===== src/rtl/apb_master_bridge_pkg.sv =====
// Shared types and default widths for the APB master bridge.
// Module parameters override the widths; the structs describe the default build.
package apb_pkg;

  typedef enum logic [1:0] {IDLE, SETUP, ACCESS, RESP} apb_state_t;

  // A slave-select index is never narrower than one bit.
  function automatic int sel_idx_w(input int n);
    return (n > 1) ? $clog2(n) : 1;
  endfunction

  localparam int APB_ADDR_W = 32;
  localparam int APB_DATA_W = 32;
  localparam int APB_SEL_W  = 2;
  localparam int APB_SEL_IW = sel_idx_w(APB_SEL_W);

  typedef struct packed {
    logic                  write;
    logic [APB_SEL_IW-1:0] sel;
    logic [APB_ADDR_W-1:0] addr;
    logic [APB_DATA_W-1:0] wdata;
  } apb_req_t;

  typedef struct packed {
    logic [APB_DATA_W-1:0] rdata;
    logic                  err;
    logic                  timeout;
  } apb_rsp_t;

endpackage


===== src/rtl/apb_master_bridge_if.sv =====
// Command/response handshake plus APB bus, named from the bridge's point of view.
interface apb_master_bridge_if
  import apb_pkg::*;
#(
  parameter int ADDR_WIDTH = APB_ADDR_W,
  parameter int DATA_WIDTH = APB_DATA_W,
  parameter int SEL_WIDTH  = APB_SEL_W
);
  localparam int SEL_IW = sel_idx_w(SEL_WIDTH);

  logic                  i_req_valid;
  logic                  o_req_ready;
  logic                  i_req_write;
  logic [SEL_IW-1:0]     i_req_sel;
  logic [ADDR_WIDTH-1:0] i_req_addr;
  logic [DATA_WIDTH-1:0] i_req_wdata;
  logic                  o_rsp_valid;
  logic                  i_rsp_ready;
  logic [DATA_WIDTH-1:0] o_rsp_rdata;
  logic                  o_rsp_err;
  logic                  o_rsp_timeout;
  logic [SEL_WIDTH-1:0]  o_PSEL;
  logic                  o_PENABLE;
  logic                  o_PWRITE;
  logic [ADDR_WIDTH-1:0] o_PADDR;
  logic [DATA_WIDTH-1:0] o_PWDATA;
  logic                  i_PREADY;
  logic [DATA_WIDTH-1:0] i_PRDATA;
  logic                  i_PSLVERR;

  modport master (
    input  i_req_valid, i_req_write, i_req_sel, i_req_addr, i_req_wdata, i_rsp_ready,
           i_PREADY, i_PRDATA, i_PSLVERR,
    output o_req_ready, o_rsp_valid, o_rsp_rdata, o_rsp_err, o_rsp_timeout,
           o_PSEL, o_PENABLE, o_PWRITE, o_PADDR, o_PWDATA
  );

  modport slave (
    output i_req_valid, i_req_write, i_req_sel, i_req_addr, i_req_wdata, i_rsp_ready,
           i_PREADY, i_PRDATA, i_PSLVERR,
    input  o_req_ready, o_rsp_valid, o_rsp_rdata, o_rsp_err, o_rsp_timeout,
           o_PSEL, o_PENABLE, o_PWRITE, o_PADDR, o_PWDATA
  );
endinterface


===== src/rtl/apb_master_bridge_wait_timer.sv =====
// ACCESS wait-state counter; expired is high once TIMEOUT_CYCLES-1 waits have elapsed.
module apb_wait_timer #(
  parameter int TIMEOUT_CYCLES = 16
) (
  input  logic clk,
  input  logic rst,
  input  logic clr,
  input  logic en,
  output logic expired
);
  localparam int CW = (TIMEOUT_CYCLES > 1) ? $clog2(TIMEOUT_CYCLES) : 1;

  logic [CW-1:0] cnt;

  always_ff @(posedge clk) begin
    if (rst || clr) cnt <= '0;
    else if (en)    cnt <= cnt + CW'(1);
  end

  assign expired = (cnt == CW'(TIMEOUT_CYCLES - 1));
endmodule


===== src/rtl/apb_master_bridge.sv =====
// Single-outstanding APB master: valid/ready command in, one response out per command.
// Every bus-facing output comes straight from a flop.
module apb_master_bridge
  import apb_pkg::*;
#(
  parameter int ADDR_WIDTH     = APB_ADDR_W,
  parameter int DATA_WIDTH     = APB_DATA_W,
  parameter int SEL_WIDTH      = APB_SEL_W,
  parameter int TIMEOUT_CYCLES = 16
) (
  input logic                 i_PCLK,
  input logic                 i_PRESET,
  apb_master_bridge_if.master bus
);
  typedef struct packed {
    logic [DATA_WIDTH-1:0] rdata;
    logic                  err;
    logic                  timeout;
  } rsp_t;

  apb_state_t            state, state_n;
  logic                  req_ready, req_ready_n;
  logic [SEL_WIDTH-1:0]  psel, psel_n;
  logic                  penable, penable_n;
  logic                  pwrite, pwrite_n;
  logic [ADDR_WIDTH-1:0] paddr, paddr_n;
  logic [DATA_WIDTH-1:0] pwdata, pwdata_n;
  logic                  rsp_valid, rsp_valid_n;
  rsp_t                  rsp_q, rsp_n;
  logic                  tmr_clr, tmr_en, tmr_expired;

  apb_wait_timer #(.TIMEOUT_CYCLES(TIMEOUT_CYCLES)) u_timer (
    .clk     (i_PCLK),
    .rst     (i_PRESET),
    .clr     (tmr_clr),
    .en      (tmr_en),
    .expired (tmr_expired)
  );

  always_ff @(posedge i_PCLK) begin
    if (i_PRESET) begin
      state     <= IDLE;
      req_ready <= 1'b0;
      psel      <= '0;
      penable   <= 1'b0;
      pwrite    <= 1'b0;
      paddr     <= '0;
      pwdata    <= '0;
      rsp_valid <= 1'b0;
      rsp_q     <= '0;
    end else begin
      state     <= state_n;
      req_ready <= req_ready_n;
      psel      <= psel_n;
      penable   <= penable_n;
      pwrite    <= pwrite_n;
      paddr     <= paddr_n;
      pwdata    <= pwdata_n;
      rsp_valid <= rsp_valid_n;
      rsp_q     <= rsp_n;
    end
  end

  always_comb begin
    state_n     = state;
    req_ready_n = 1'b0;
    psel_n      = psel;
    penable_n   = penable;
    pwrite_n    = pwrite;
    paddr_n     = paddr;
    pwdata_n    = pwdata;
    rsp_valid_n = rsp_valid;
    rsp_n       = rsp_q;
    tmr_clr     = 1'b1;
    tmr_en      = 1'b0;
    unique case (state)
      IDLE: begin
        req_ready_n = 1'b1;
        if (bus.i_req_valid && req_ready) begin
          req_ready_n = 1'b0;
          if (int'(bus.i_req_sel) < SEL_WIDTH) begin
            state_n  = SETUP;
            psel_n   = SEL_WIDTH'(1) << bus.i_req_sel;
            pwrite_n = bus.i_req_write;
            paddr_n  = bus.i_req_addr;
            pwdata_n = bus.i_req_wdata;
          end else begin
            // Unmapped slave: answer with an error without touching the bus.
            state_n     = RESP;
            rsp_valid_n = 1'b1;
            rsp_n       = '{rdata: '0, err: 1'b1, timeout: 1'b0};
          end
        end
      end
      SETUP: begin
        state_n   = ACCESS;
        penable_n = 1'b1;
      end
      ACCESS: begin
        tmr_clr = 1'b0;
        tmr_en  = !bus.i_PREADY;
        // PREADY takes priority over a timeout landing on the same cycle.
        if (bus.i_PREADY) begin
          state_n   = RESP;
          rsp_n.err     = bus.i_PSLVERR;
          rsp_n.timeout = 1'b0;
          rsp_n.rdata   = (!pwrite && !bus.i_PSLVERR) ? bus.i_PRDATA : '0;
        end else if (tmr_expired) begin
          state_n = RESP;
          rsp_n   = '{rdata: '0, err: 1'b1, timeout: 1'b1};
        end
        if (state_n == RESP) begin
          rsp_valid_n = 1'b1;
          psel_n      = '0;
          penable_n   = 1'b0;
          pwrite_n    = 1'b0;
          paddr_n     = '0;
          pwdata_n    = '0;
        end
      end
      RESP: begin
        if (bus.i_rsp_ready) begin
          state_n     = IDLE;
          rsp_valid_n = 1'b0;
          rsp_n       = '0;
          req_ready_n = 1'b1;
        end
      end
      default: state_n = IDLE;
    endcase
  end

  assign bus.o_req_ready   = req_ready;
  assign bus.o_rsp_valid   = rsp_valid;
  assign bus.o_rsp_rdata   = rsp_q.rdata;
  assign bus.o_rsp_err     = rsp_q.err;
  assign bus.o_rsp_timeout = rsp_q.timeout;
  assign bus.o_PSEL        = psel;
  assign bus.o_PENABLE     = penable;
  assign bus.o_PWRITE      = pwrite;
  assign bus.o_PADDR       = paddr;
  assign bus.o_PWDATA      = pwdata;
endmodule


===== src/flat_wrapper.sv =====
// flat-port wrapper written by rule: the top's interface ports become plain ports
module apb_master_bridge_flat import apb_pkg::*;
#(
  parameter int ADDR_WIDTH     = APB_ADDR_W,
  parameter int DATA_WIDTH     = APB_DATA_W,
  parameter int SEL_WIDTH      = APB_SEL_W,
  parameter int TIMEOUT_CYCLES = 16
)
  (i_PCLK, i_PRESET, bus_i_req_valid, bus_i_req_write, bus_i_req_sel, bus_i_req_addr, bus_i_req_wdata, bus_i_rsp_ready, bus_i_PREADY, bus_i_PRDATA, bus_i_PSLVERR, bus_o_req_ready, bus_o_rsp_valid, bus_o_rsp_rdata, bus_o_rsp_err, bus_o_rsp_timeout, bus_o_PSEL, bus_o_PENABLE, bus_o_PWRITE, bus_o_PADDR, bus_o_PWDATA);
  apb_master_bridge_if #(.ADDR_WIDTH(ADDR_WIDTH), .DATA_WIDTH(DATA_WIDTH), .SEL_WIDTH(SEL_WIDTH)) bus_i ();
  input logic i_PCLK;
  input logic i_PRESET;
  input wire logic [$bits(bus_i.i_req_valid)-1:0] bus_i_req_valid;
  input wire logic [$bits(bus_i.i_req_write)-1:0] bus_i_req_write;
  input wire logic [$bits(bus_i.i_req_sel)-1:0] bus_i_req_sel;
  input wire logic [$bits(bus_i.i_req_addr)-1:0] bus_i_req_addr;
  input wire logic [$bits(bus_i.i_req_wdata)-1:0] bus_i_req_wdata;
  input wire logic [$bits(bus_i.i_rsp_ready)-1:0] bus_i_rsp_ready;
  input wire logic [$bits(bus_i.i_PREADY)-1:0] bus_i_PREADY;
  input wire logic [$bits(bus_i.i_PRDATA)-1:0] bus_i_PRDATA;
  input wire logic [$bits(bus_i.i_PSLVERR)-1:0] bus_i_PSLVERR;
  output wire logic [$bits(bus_i.o_req_ready)-1:0] bus_o_req_ready;
  output wire logic [$bits(bus_i.o_rsp_valid)-1:0] bus_o_rsp_valid;
  output wire logic [$bits(bus_i.o_rsp_rdata)-1:0] bus_o_rsp_rdata;
  output wire logic [$bits(bus_i.o_rsp_err)-1:0] bus_o_rsp_err;
  output wire logic [$bits(bus_i.o_rsp_timeout)-1:0] bus_o_rsp_timeout;
  output wire logic [$bits(bus_i.o_PSEL)-1:0] bus_o_PSEL;
  output wire logic [$bits(bus_i.o_PENABLE)-1:0] bus_o_PENABLE;
  output wire logic [$bits(bus_i.o_PWRITE)-1:0] bus_o_PWRITE;
  output wire logic [$bits(bus_i.o_PADDR)-1:0] bus_o_PADDR;
  output wire logic [$bits(bus_i.o_PWDATA)-1:0] bus_o_PWDATA;
  assign bus_i.i_req_valid = bus_i_req_valid;
  assign bus_i.i_req_write = bus_i_req_write;
  assign bus_i.i_req_sel = bus_i_req_sel;
  assign bus_i.i_req_addr = bus_i_req_addr;
  assign bus_i.i_req_wdata = bus_i_req_wdata;
  assign bus_i.i_rsp_ready = bus_i_rsp_ready;
  assign bus_i.i_PREADY = bus_i_PREADY;
  assign bus_i.i_PRDATA = bus_i_PRDATA;
  assign bus_i.i_PSLVERR = bus_i_PSLVERR;
  assign bus_o_req_ready = bus_i.o_req_ready;
  assign bus_o_rsp_valid = bus_i.o_rsp_valid;
  assign bus_o_rsp_rdata = bus_i.o_rsp_rdata;
  assign bus_o_rsp_err = bus_i.o_rsp_err;
  assign bus_o_rsp_timeout = bus_i.o_rsp_timeout;
  assign bus_o_PSEL = bus_i.o_PSEL;
  assign bus_o_PENABLE = bus_i.o_PENABLE;
  assign bus_o_PWRITE = bus_i.o_PWRITE;
  assign bus_o_PADDR = bus_i.o_PADDR;
  assign bus_o_PWDATA = bus_i.o_PWDATA;
  apb_master_bridge #(.ADDR_WIDTH(ADDR_WIDTH), .DATA_WIDTH(DATA_WIDTH), .SEL_WIDTH(SEL_WIDTH), .TIMEOUT_CYCLES(TIMEOUT_CYCLES)) u_core (.i_PCLK(i_PCLK), .i_PRESET(i_PRESET), .bus(bus_i));
endmodule

===== config.mk =====
export PLATFORM = sky130hd
export DESIGN_NAME = apb_master_bridge_flat
export DESIGN_NICKNAME = d
export VERILOG_FILES = /design/src/rtl/apb_master_bridge_pkg.sv /design/src/rtl/apb_master_bridge_if.sv /design/src/rtl/apb_master_bridge_wait_timer.sv /design/src/rtl/apb_master_bridge.sv /design/src/flat_wrapper.sv
export SDC_FILE = /design/constraint.sdc
export NUM_CORES = 1
export LEC_CHECK = 0
export CAP_MARGIN = 0
export CORE_MARGIN = 5
export CORE_UTILIZATION = 38
export CTS_BUF_LIST = sky130_fd_sc_hd__clkbuf_4 sky130_fd_sc_hd__clkbuf_8
export DETAILED_ROUTE_END_ITERATION = 10
export HOLD_SLACK_MARGIN = 0.05
export PLACE_DENSITY = 0.82
export SETUP_SLACK_MARGIN = 0.15
export SLEW_MARGIN = 10
export SYNTH_ARGS = -nofsm -noshare
export SYNTH_HDL_FRONTEND = slang
export SYNTH_SLANG_ARGS = --single-unit

===== constraint.sdc =====
create_clock -name i_PCLK -period 1.89 [get_ports i_PCLK]
set_clock_uncertainty 0.15 [all_clocks]
set_input_delay 0.378 -clock i_PCLK [delete_from_list [all_inputs] [get_ports i_PCLK]]
set_output_delay 0.378 -clock i_PCLK [all_outputs]
set_load 0.005 [all_outputs]

==> impl_metrics.tcl <==
set metrics [dict create \
    hold_viol 0 \
    critPathMaxStageDelay_ns 0.38 \
    routedWlPerCell_um 17.2 \
    hold_ws_ns 0.307 \
    ys_ff_latch 110 \
    synth_area_leaders "dfxtp_1 (47%), mux2i_1 (21%), nand2_1 (13%)" \
    worst_slew_pin_slew_ns 0.345 \
    grt_pass1_vias 4541 \
    nNetsFinal 838 \
    slowest_stage "dfxtp_4" \
    drtAntennaViolNets 0 \
    route.detailed.drc 0 \
    fillers 979 \
    crit_family "buffers and inverters" \
    arrival_ns 1.96 \
    synth_common_cells "nand2_1 (167), dfxtp_1 (110), mux2i_1 (100)" \
    tns_ns 0 \
    slew_headroom_pct 77.0 \
    grt_overflow 0 \
    period_share_pct 95.9 \
    synth-edff-count 0 \
    syn_to_final_growth_pct 64.7 \
    tritoncts "done" \
    crit_buf_inv 3 \
    worstSetupPathType "flip-flop to flip-flop" \
    leakagePower_nw 3.57 \
    clock-sinks 110 \
    synth-seq-area-share_pct 47.2 \
    status "finished, final reports clean" \
    timing.final.crit_period_ns 1.81 \
    worstSkewPairLatency_ns 0.37 \
    cts.clk_slew.worst_paths_ns 0.10 \
    ys_types 36 \
    rsz0062_at_grt "true" \
    ir_drop_uv 453 \
    pre_cts_ws_ns -0.231 \
    syn_inst 498 \
    drv_cap 0 \
    power_density_nw_per_um2 967 \
    synthArstFlopShare_pct 0 \
    avgSynthCellArea_um2 9.37 \
    crit_start "u_core.state[1]" \
    viasPerCell 4.98 \
    grt_util_all_layers_pct 19.5 \
    root_buffer "clkbuf_8" \
    synth_top_area_share_pct 47.2 \
    hold_path_class "flip-flop to flip-flop" \
    dieArea_um2 14600 \
    grt_first_pass_wirelength_um 22800 \
    reg2reg_from "u_core.state[1]" \
    fmax_ghz 0.552 \
    routed-via-count 4378 \
    fp.dieW_um 121 \
    slew_violations 0 \
    cts_hold_buf 0 \
    core_um2 12000 \
    hold_start "u_core.bus.o_PADDR[1]" \
    path_max_fanout 8 \
    worstPathRequired_ns 2.04 \
    dp_hpwl_um 9940 \
    first_iter_violations 190 \
    yosysMostFrequentCell "nand2_1" \
    endpoint_kind "flip-flop" \
    antenna_found_initial 0 \
    startpoint_type "flip-flop" \
    rows 40 \
    dr.pass1.iters 6 \
    syn-num-nets 608 \
    setup_ws_ns 0.0771 \
    grt_max_degree 50 \
    initial_core_util_pct 38.9 \
    drive_gt1_share_pct 19.2 \
    clock_path_buffers 2 \
    ys.flop_type "dfxtp_1" \
    numCtsBuffers 9 \
    io_pins 208 \
    routed_wl_um 15100 \
    utilization_pct 64.0 \
    io_buffers 207 \
    setup_viol 0 \
    die_h_um 121 \
    gp_congestion 0.852 \
    h-tree-depth 3 \
    synth_area_leader_cell "dfxtp_1" \
    yosysWarnings 0 \
    crit_chain "inv_2 -> ha_4 -> nand3_2 -> a32oi_4 -> buf_12 -> clkbuf_16 -> mux2i_1" \
    diodes 0 \
    netlist_area_um2 4670 \
]
## metal layers
metal  track usage [%]  part of all wire, %  vias up
met1              21.1                   39     2091
met4              6.73                  1.6        0
met2              35.6                   52      156
li1                  -                    -     2112
met3              6.36                  7.4       19
met5                 0                    0        -
## through the flow
| step | instances | instance area (µm²) | power (mW) |
|---|---|---|---|
| after detailed placement | 834 | 7020 | 5.60 |
| after global placement | 834 | 7020 | 5.51 |
| final | 880 | 7690 | 7.44 |
| after floorplan | 498 | 4720 | 4.32 |
| after global routing | 880 | 7690 | 7.81 |
| after CTS | 868 | 7440 | 7.18 |
## worst paths after layout
path	endpoint	slack [ns]	cells after the start
max	u_core.bus.o_PWDATA[1]	0.08	7
min	u_core.bus.o_PADDR[1]	0.31	2
max reg2reg	u_core.bus.o_PWDATA[1]	0.08	7
min reg2reg	u_core.bus.o_PADDR[1]	0.31	2
## cell usage in the layout, fill, tap and decap left out, drive strengths merged
cell type and n:
nand2 167, dfxtp 110, clkdlybuf4s50 103, dlygate4sd2 100, mux2i 100, buf 44, nand3b 32, clkbuf 19
nor2 6, ha 6, nor2b 4, dlymetal6s2s 4, inv 3, nand2b 3, a31oi 3, nand3 3
nor3 2, mux2 2, xor2 2, and3 2, a21oi 2, nor4b 2, a21o 2, clkinv 2
a32oi 1, a21bo 1, o311a 1, o21a 1, xnor2 1, o221a 1, nand4b 1, a31o 1
a211oi 1, o21bai 1
## final cells by class
type	instances	area, µm²	area share, %
Multi-Input combinational cell	348	2370	30.8
Clock buffer	14	186	2.42
Tap cell	147	184	2.39
Clock inverter	2	13.8	0.179
Timing Repair Buffer	256	2650	34.4
Inverter	3	13.8	0.179
Sequential cell	110	2280	29.6
## cell families (layout without fill, tap and decap cells)
family                   Yosys count  after routing  share of synthesized area [%]
multiplexers                     102            102                           21.9
buffers and inverters             40            275                           4.48
AO/OA/AOI/OAI                     15             15                           2.76
adder cells (fa/ha/maj)            6              6                           1.61
AND/OR/NAND/NOR                  222            222                           21.5
flip-flops                       110            110                           47.2
XOR/XNOR                           3              3                          0.563
## worst reg2reg max path, stage by stage, from the launching register on
cell and delay (ns):
dfxtp_4 0.38, inv_2 0.10, ha_4 0.15, nand3_2 0.10
a32oi_4 0.26, buf_12 0.21, clkbuf_16 0.19, mux2i_1 0.20
## flip-flops by register name, summed over array words and instances, names as in the netlist
| register | flops |
|---|---|
| u_core.bus.o_rsp_timeout | 1 |
| u_core.bus.o_rsp_err | 1 |
| u_core.u_timer.cnt | 4 |
| u_core.bus.o_PWDATA | 32 |
| u_core.bus.o_rsp_rdata | 32 |
| u_core.bus.o_PENABLE | 1 |
| u_core.bus.o_PWRITE | 1 |
| u_core.state | 2 |
| u_core.bus.o_rsp_valid | 1 |
| u_core.bus.o_req_ready | 1 |
| u_core.bus.o_PADDR | 32 |
| u_core.bus.o_PSEL | 2 |
## power by group
part	internal, mW	switching [mW]	total [mW]
Clock	0.641	0.782	1.42
Sequential	2.73	0.215	2.95
Combinational	1.76	1.31	3.07
## repair_timing
action                     CTS  global route
buffers inserted            13             6
resized for setup          162            21
setup endpoints to repair  203           105
pin swaps                    3            18
gates cloned                 5             6
(Power assumes the default switching activity.)
